**config.mk**
```make
export PLATFORM = sky130hd
export DESIGN_NAME = compare_result_tracker
export DESIGN_NICKNAME = d
export VERILOG_FILES = /design/src/rtl/compare_pkg.sv /design/src/rtl/sat_counter.sv /design/src/rtl/compare_result_tracker.sv
export SDC_FILE = /design/constraint.sdc
export NUM_CORES = 1
export LEC_CHECK = 0
export ABC_CLOCK_PERIOD_IN_PS = 1970
export BUFFER_PORTS_ARGS = -buffer_cell sky130_fd_sc_hd__buf_4
export CORE_MARGIN = 2
export CORE_UTILIZATION = 50
export CTS_BUF_LIST = sky130_fd_sc_hd__clkbuf_4 sky130_fd_sc_hd__clkbuf_8
export DETAILED_ROUTE_END_ITERATION = 12
export GPL_ROUTABILITY_DRIVEN = 0
export HOLD_SLACK_MARGIN = 0.02
export PLACE_DENSITY = 0.84
export SKIP_CTS_REPAIR_TIMING = 1
export SYNTH_ARGS = -nofsm -noshare
export SYNTH_HDL_FRONTEND = slang
export SYNTH_SLANG_ARGS = --single-unit
```
**constraint.sdc**
```tcl
create_clock -name clk -period 1.97 [get_ports clk]
set_input_delay 0 -clock clk [delete_from_list [all_inputs] [get_ports clk]]
set_output_delay 0 -clock clk [all_outputs]
set_load 0.05 [all_outputs]
```
**src/rtl/compare_pkg.sv**
```systemverilog
// Shared types and defaults for the comparator outcome tracker.
package compare_pkg;

  typedef enum logic [1:0] {
    IDLE   = 2'd0,
    TRACK  = 2'd1,
    LOCKED = 2'd2,
    ERR    = 2'd3
  } state_t;

  localparam int CNT_W_DEF    = 8;
  localparam int LOCK_RUN_DEF = 4;
  localparam logic [3:0] RUN_MAX = 4'd15;

endpackage

```
**src/rtl/sat_counter.sv**
```systemverilog
// Up-counter that sticks at all-ones; clr and reset both return it to zero.
module sat_counter #(
  parameter int W = 8
) (
  input  logic         clk,
  input  logic         rst_n,
  input  logic         clr,
  input  logic         inc,
  output logic [W-1:0] cnt
);

  always_ff @(posedge clk) begin
    if (!rst_n || clr) begin
      cnt <= '0;
    end else if (inc && (cnt != {W{1'b1}})) begin
      cnt <= cnt + 1'b1;
    end
  end

endmodule

```
**src/rtl/compare_result_tracker.sv**
```systemverilog
// Counts comparator outcomes, tracks runs of equal results and locks on a
// long enough run; malformed flag sets park the block in ERR until cleared.
module compare_result_tracker
  import compare_pkg::*;
#(
  parameter int CNT_W    = CNT_W_DEF,
  parameter int LOCK_RUN = LOCK_RUN_DEF
) (
  input  logic             clk,
  input  logic             rst_n,
  input  logic             in_valid,
  output logic             in_ready,
  input  logic             eq,
  input  logic             lt,
  input  logic             gt,
  input  logic             clear,
  output logic [CNT_W-1:0] eq_cnt,
  output logic [CNT_W-1:0] lt_cnt,
  output logic [CNT_W-1:0] gt_cnt,
  output logic [3:0]       run_len,
  output logic             locked,
  output logic             err,
  output state_t           state_dbg
);

  localparam logic [3:0] LOCK_THR = 4'(LOCK_RUN);

  state_t     state, state_next;
  logic       xfer, one_hot, good_xfer, bad_xfer;
  logic [3:0] run_inc;

  // Handshake: a result is consumed on any rising edge where in_valid and
  // in_ready are both high; in_ready never looks at in_valid or the flags.
  assign in_ready  = !clear && (state != ERR) && rst_n;
  assign xfer      = in_valid && in_ready;
  assign one_hot   = ({eq, lt, gt} == 3'b100) || ({eq, lt, gt} == 3'b010) ||
                     ({eq, lt, gt} == 3'b001);
  assign good_xfer = xfer && one_hot;
  assign bad_xfer  = xfer && !one_hot;
  assign run_inc   = (run_len == RUN_MAX) ? RUN_MAX : run_len + 4'd1;

  sat_counter #(.W(CNT_W)) u_eq_cnt (
    .clk(clk), .rst_n(rst_n), .clr(clear), .inc(good_xfer && eq), .cnt(eq_cnt)
  );
  sat_counter #(.W(CNT_W)) u_lt_cnt (
    .clk(clk), .rst_n(rst_n), .clr(clear), .inc(good_xfer && lt), .cnt(lt_cnt)
  );
  sat_counter #(.W(CNT_W)) u_gt_cnt (
    .clk(clk), .rst_n(rst_n), .clr(clear), .inc(good_xfer && gt), .cnt(gt_cnt)
  );

  always_ff @(posedge clk) begin
    if (!rst_n || clear) begin
      state   <= IDLE;
      run_len <= 4'd0;
    end else begin
      state <= state_next;
      if (good_xfer) begin
        run_len <= eq ? run_inc : 4'd0;
      end
    end
  end

  // Any good transfer lands in TRACK unless it completes a lock-length run;
  // an eq while LOCKED keeps run_len >= LOCK_THR, so LOCKED is held.
  always_comb begin
    state_next = state;
    if (bad_xfer) begin
      state_next = ERR;
    end else if (good_xfer) begin
      state_next = (eq && (run_inc >= LOCK_THR)) ? LOCKED : TRACK;
    end
  end

  assign locked    = (state == LOCKED);
  assign err       = (state == ERR);
  assign state_dbg = state;

endmodule

```
==> impl_results.md, run 1 <==
* Synth Cell Area at 0.001592 sq mm
* Count of final setup violators at 0
* Grt total ovfl at 0
* Critical path's top delay family: simple AND/OR/NAND/NOR gates
* Largest stage delay, worst path at 470 ps
* Cell variety after synth at 37
* Final Total Pwr at 1.214 mW
* Die Area at 0.003651 sq mm
* Hold path cells at 4
* Placed instance area at 0.001959 sq mm
* Clk pwr share at 0.420
* Top_reg_cell synth: dfxtp_1
* Total of max-cap violations at 0
* Die H at 60.42 um
* Initial Utilization at 0.5213
* Crit-path max FO at 16
* Slowest CP cell: or4b_1
* Clk pin slew, worst setup/hold paths at 90 ps
* Drt initial violations at 77
* Core Area at 0.003053 sq mm
* Clk root buf: clkbuf_4
* Final Net Count at 241
* Deepest clock path buffer count at 2
* Max-slew violation count at 0
* Final worst path period need at 1871 ps
* Most frequent cells after synthesis: 30 x dfxtp_1, 16 x a21oi_1, 15 x o21ai_0, 11 x nand3_1
* # IOs at 40
* ANT nets after route at 0
* Post-route setup slack at 99.04 ps
* Core Util, Final at 0.6750
* Fin. Hold Viols at 0
* Total number of vias at 1618
* Syn_area_per_cell at 8.557 sq um
* Avg Vias per Cell at 5.905
* Final Cycle Share at 0.9497
* Worst EP arrival at 2130 ps
* Wire length per cell at 13.24 um
* EDFF count, synth at 0
* Internal at 0.9386 mW
* Yosys Warn Count at 0
* # fillers at 276
* CP Class: flop to flop
* Sw power at 0.2750 mW
* P_leak at 0.7542 nW
* Post-Layout Inst Area at 0.002061 sq mm
* Net Count, Synth at 197
* Sw frac at 0.2266
* Count of input and output buffers at 39
* Placed wire-length estimate at 2510 um
* Measured slew at the worst slew-check pin at 497.5 ps
* Max IR drop VDD at 486.7 uV
* Gr usage total at 0.2114
* Slew HR at 0.6671
* Register area share after synthesis at 0.3774
* Share of cells above drive strength 1 at 0.2739
* First-pass GRT wire length at 5934 um
* Reg2reg path depth at 6
* Count leader, synth: dfxtp_1
* Buf/Inv on CP at 2
* Async SR Flop Fraction at 0
* Clk sinks at 30
* Comb pwr share at 0.076
* Num rows at 20
* WP data required at 2230 ps
* N_diodes at 0
* Setup Slack @ Placement at 47.82 ps
* Initial DRT Pass Iterations at 4
* Seq pwr share at 0.504
* Kind of end point of the critical path: flop
* Pin count of the biggest net entering global routing at 20
* Stages on worst setup path at 6
* Clock skew at 14.10 ps
* TNS Setup at 0 ps
* Fmax at 0.5345 GHz
* Type of the tightest min-delay check: primary input to flop
* Critical path cell sequence: nand2_4, clkinvlp_4, or4b_1, buf_4, or3b_2, a21oi_1
* H-tree depth at 2
* Die W at 60.42 um
* Synth Register Bits at 30
* Top-area cell type share of the netlist area at 0.3774
* Synth Instances at 186
* Outcome: complete, no violations
* Total Wirelength at 3627 um
* RSZ-0062 raised after global routing: false
* Worst Setup Start Kind: flop
* Yosys top cell by area: dfxtp_1
* Initial antenna violation count at 0
* Area growth syn-to-layout at 29.48%
* Top post-synthesis cells by area: dfxtp_1 38%, a21oi_1 5.0%, o21ai_0 4.7%
* Num CTS Buffers at 5
* Drt drc at 0
* Clk_lat worst skew at 330 ps
* TritonCTS clock tree: built
* Vias in the first global route at 1357
* PwrDens at 588.9 mW/mm^2
-- state kept, by name, indices dropped and copies added, names as in the netlist --
register / cells
run_len: 4
state_dbg: 2
u_eq_cnt.cnt: 8
u_gt_cnt.cnt: 8
u_lt_cnt.cnt: 8
-- routing by layer --
metal	track usage	share of wire	vias up
met5	0	0	-
met4	0.09627	0.0033	0
met3	0.04691	0.045	2
met2	0.3339	0.48	43
met1	0.2773	0.47	757
li1	-	-	816
-- power groups by stage --
stage	logic (mW)	clock network, mW	registers (mW)
after floorplan	0.0461	0	0.635
final	0.0926	0.509	0.612
after detailed placement	0.0886	0	0.626
after global routing	0.0993	0.544	0.613
after CTS	0.0894	0.517	0.612
after global placement	0.0878	0	0.626
-- placed cells by master (no fill, tap or decap), types with 4 or more instances in the layout --
master | synthesis | layout
nand4_1 | 7 | 7
ha_1 | 4 | 4
a21oi_1 | 16 | 16
clkbuf_4 | 0 | 5
or3_1 | 5 | 5
nand2_1 | 9 | 8
dfxtp_1 | 30 | 28
buf_4 | 0 | 46
mux2i_1 | 4 | 4
o41ai_1 | 5 | 5
or4_1 | 7 | 7
nand3_1 | 11 | 11
o31ai_1 | 9 | 9
inv_1 | 7 | 6
nor2_1 | 4 | 4
o311ai_0 | 7 | 5
and4_1 | 4 | 4
o21ai_0 | 15 | 15
-- through the flow --
step,hold slack (ps),instances
global placement,312.7,265
CTS,-29.54,272
detailed placement,320.9,265
finish,113.8,274
global route,136.4,274
floorplan,177.2,186
-- layout make-up --
cell class	count	area, sq um	share of cell area
timing repair buffer	48	365.4	0.1773
clock inverter	1	30.03	0.01457
tap	44	55.05	0.02672
multi-input combinational	138	920.9	0.4469
sequential	30	608.1	0.2951
inverter	7	30.03	0.01457
clock buffer	6	51.30	0.02489
-- cells by family after synthesis --
kind of cell | count (synthesis) | synth area share
simple gates | 69 | 0.2641
compound gates | 60 | 0.2476
flops | 30 | 0.3774
buf+inv | 18 | 0.04875
mux | 4 | 0.02516
fa+ha+maj | 4 | 0.03145
xor+xnor | 1 | 0.005504
-- worst paths after layout --
path | start | end | slack, ps
min | eq | run_len[1]$_SDFFE_PP0N_ | 110
max reg2reg | state_dbg[1]$_SDFFE_PP0P_ | u_gt_cnt.cnt[1]$_SDFFE_PP0P_ | 100
min reg2reg | u_lt_cnt.cnt[6]$_SDFFE_PP0P_ | u_lt_cnt.cnt[6]$_SDFFE_PP0P_ | 490
max | state_dbg[1]$_SDFFE_PP0P_ | u_gt_cnt.cnt[1]$_SDFFE_PP0P_ | 100
-- worst min-delay path: cells and delay by family --
| kind | cells | cell delay [ps] |
|---|---|---|
| compound gates | 2 | 130 |
| buf+inv | 2 | 260 |
Note: power is estimated with default switching activity, not from simulation.
==> inputs of run 2 (changes only) <==
--- a/config.mk
+++ b/config.mk
@@ -13,7 +13,9 @@
 export DETAILED_ROUTE_END_ITERATION = 12
 export GPL_ROUTABILITY_DRIVEN = 0
 export HOLD_SLACK_MARGIN = 0.02
+export MAX_ROUTING_LAYER = met4
 export PLACE_DENSITY = 0.84
+export SETUP_SLACK_MARGIN = 0.4
 export SKIP_CTS_REPAIR_TIMING = 1
 export SYNTH_ARGS = -nofsm -noshare
 export SYNTH_HDL_FRONTEND = slang
==> impl_results.md, run 2 (synthesized netlist as in run 1, its figures left out) <==
* Die W at 60.42 um
* Total number of vias at 1762
* Type of the tightest min-delay check: primary input to flop
* Comb pwr share at 0.091
* N_diodes at 0
* Initial DRT Pass Iterations at 4
* Wire length per cell at 17.45 um
* Clk root buf: clkbuf_4
* Most frequent cells in the layout: 50 x buf_4, 15 x o21ai_0, 14 x dfxtp_1, 12 x a21oi_1, 12 x dfxtp_4
* Sequential Area at 650.6 sq um
* Final Net Count at 246
* Slew HR at 0.5250
* Num rows at 20
* Multi-input gate area in the final layout at 0.001107 sq mm
* Clk_lat worst skew at 350 ps
* Pin count of the biggest net entering global routing at 20
* PwrDens at 506.4 mW/mm^2
* Commonest non-fill, non-tap cell in the layout: buf_4
* TritonCTS clock tree: built
* # fillers at 209
* Sw frac at 0.2536
* Post-Layout Inst Area at 0.002318 sq mm
* RSZ-0062 raised after global routing: true
* Hold Slack at 83.92 ps
* Max IR drop VDD at 401.0 uV
* # IOs at 40
* Final Cycle Share at 0.9548
* First-pass GRT wire length at 6886 um
* Initial antenna violation count at 0
* Worst Setup Start Kind: flop
* Seq pwr share at 0.509
* Vias in the first global route at 1593
* Share of cells above drive strength 1 at 0.4449
* Avg Vias per Cell at 6.293
* Crit-path max FO at 6
* Placed instance area at 0.002032 sq mm
* Drt initial violations at 125
* Max-slew violation count at 0
* Outcome: complete, no violations
* Count of final setup violators at 0
* Die H at 60.42 um
* Worst EP arrival at 2170 ps
* Die Area at 0.003651 sq mm
* WP data required at 2260 ps
* Fmax at 0.5317 GHz
* Placed wire-length estimate at 3026 um
* Deepest clock path buffer count at 2
* Fin. Hold Viols at 0
* Biggest regs: u_eq_cnt.cnt x8, u_gt_cnt.cnt x8, u_lt_cnt.cnt x8
* Kind of end point of the critical path: flop
* P_leak at 0.8088 nW
* Initial Utilization at 0.5213
* H-tree depth at 2
* Area growth syn-to-layout at 45.68%
* Total Wirelength at 4885 um
* Internal at 0.8764 mW
* Final worst path period need at 1881 ps
* Measured slew at the worst slew-check pin at 702.9 ps
* Clk pwr share at 0.400
* Gr usage total at 0.2563
* Hold path cells at 4
* CP Class: flop to flop
* Drt drc at 0
* Total of max-cap violations at 0
* Num CTS Buffers at 5
* Reg2reg path depth at 5
* Sw power at 0.2977 mW
* Core Area at 0.003053 sq mm
* Grt total ovfl at 0
* Clock skew at 9.620 ps
* ANT nets after route at 0
* Clk sinks at 30
* Count of input and output buffers at 39
* Clk pin slew, worst setup/hold paths at 100 ps
[run 2: critical path, cell delays in order (launching register included)]
cell and delay (ps):
dfxtp_4 370, nand2_4 80, clkinvlp_4 110, or4b_4 620, or4_1 490, a21oi_2 150
[run 2: layer usage]
metal / up-vias / wire [um] / global-route usage / part of all wire
li1: 829 / - / - / -
met1: 857 / 1971 / 0.2782 / 0.40
met2: 63 / 2532 / 0.4425 / 0.52
met3: 13 / 257 / 0.05757 / 0.053
met4: 0 / 123 / 0.1211 / 0.025
met5: - / 0 / - / 0
[run 2: worst paths after layout]
| check | startpoint | endpoint | slack (ps) |
|---|---|---|---|
| max | state_dbg[1]$_SDFFE_PP0P_ | u_gt_cnt.cnt[6]$_SDFFE_PP0P_ | 90 |
| min | clear | u_lt_cnt.cnt[2]$_SDFFE_PP0P_ | 80 |
| max reg2reg | state_dbg[1]$_SDFFE_PP0P_ | u_gt_cnt.cnt[6]$_SDFFE_PP0P_ | 90 |
| min reg2reg | u_lt_cnt.cnt[6]$_SDFFE_PP0P_ | u_lt_cnt.cnt[6]$_SDFFE_PP0P_ | 450 |
[run 2: power groups by stage]
stage | clock network [mW] | registers [mW] | logic, mW
after floorplan | 0 | 0.621 | 0.0461
after detailed placement | 0 | 0.612 | 0.0892
after global placement | 0 | 0.612 | 0.0869
after CTS | 0.464 | 0.598 | 0.0897
after global routing | 0.502 | 0.598 | 0.113
final | 0.470 | 0.597 | 0.107
[run 2: area by class of cell]
cell class | instances | share of cell area
inverter | 7 | 0.01295
clock buffer | 8 | 0.03400
multi-input combinational | 139 | 0.4776
tap | 44 | 0.02375
timing repair buffer | 52 | 0.1711
sequential | 30 | 0.2806
[run 2: stage by stage]
stage	std cells	utilization	power (mW)	worst slack, ps	setup TNS, ps
after detailed placement	265	0.6656	0.7014	-30.63	-30.63
after global placement	265	0.6656	0.6990	69.02	0
after floorplan	186	-	0.6676	-61.57	-149.0
after CTS	273	0.6914	1.151	14.17	0
after global routing	280	0.7594	1.212	74.44	0
final	280	0.7594	1.174	89.13	0
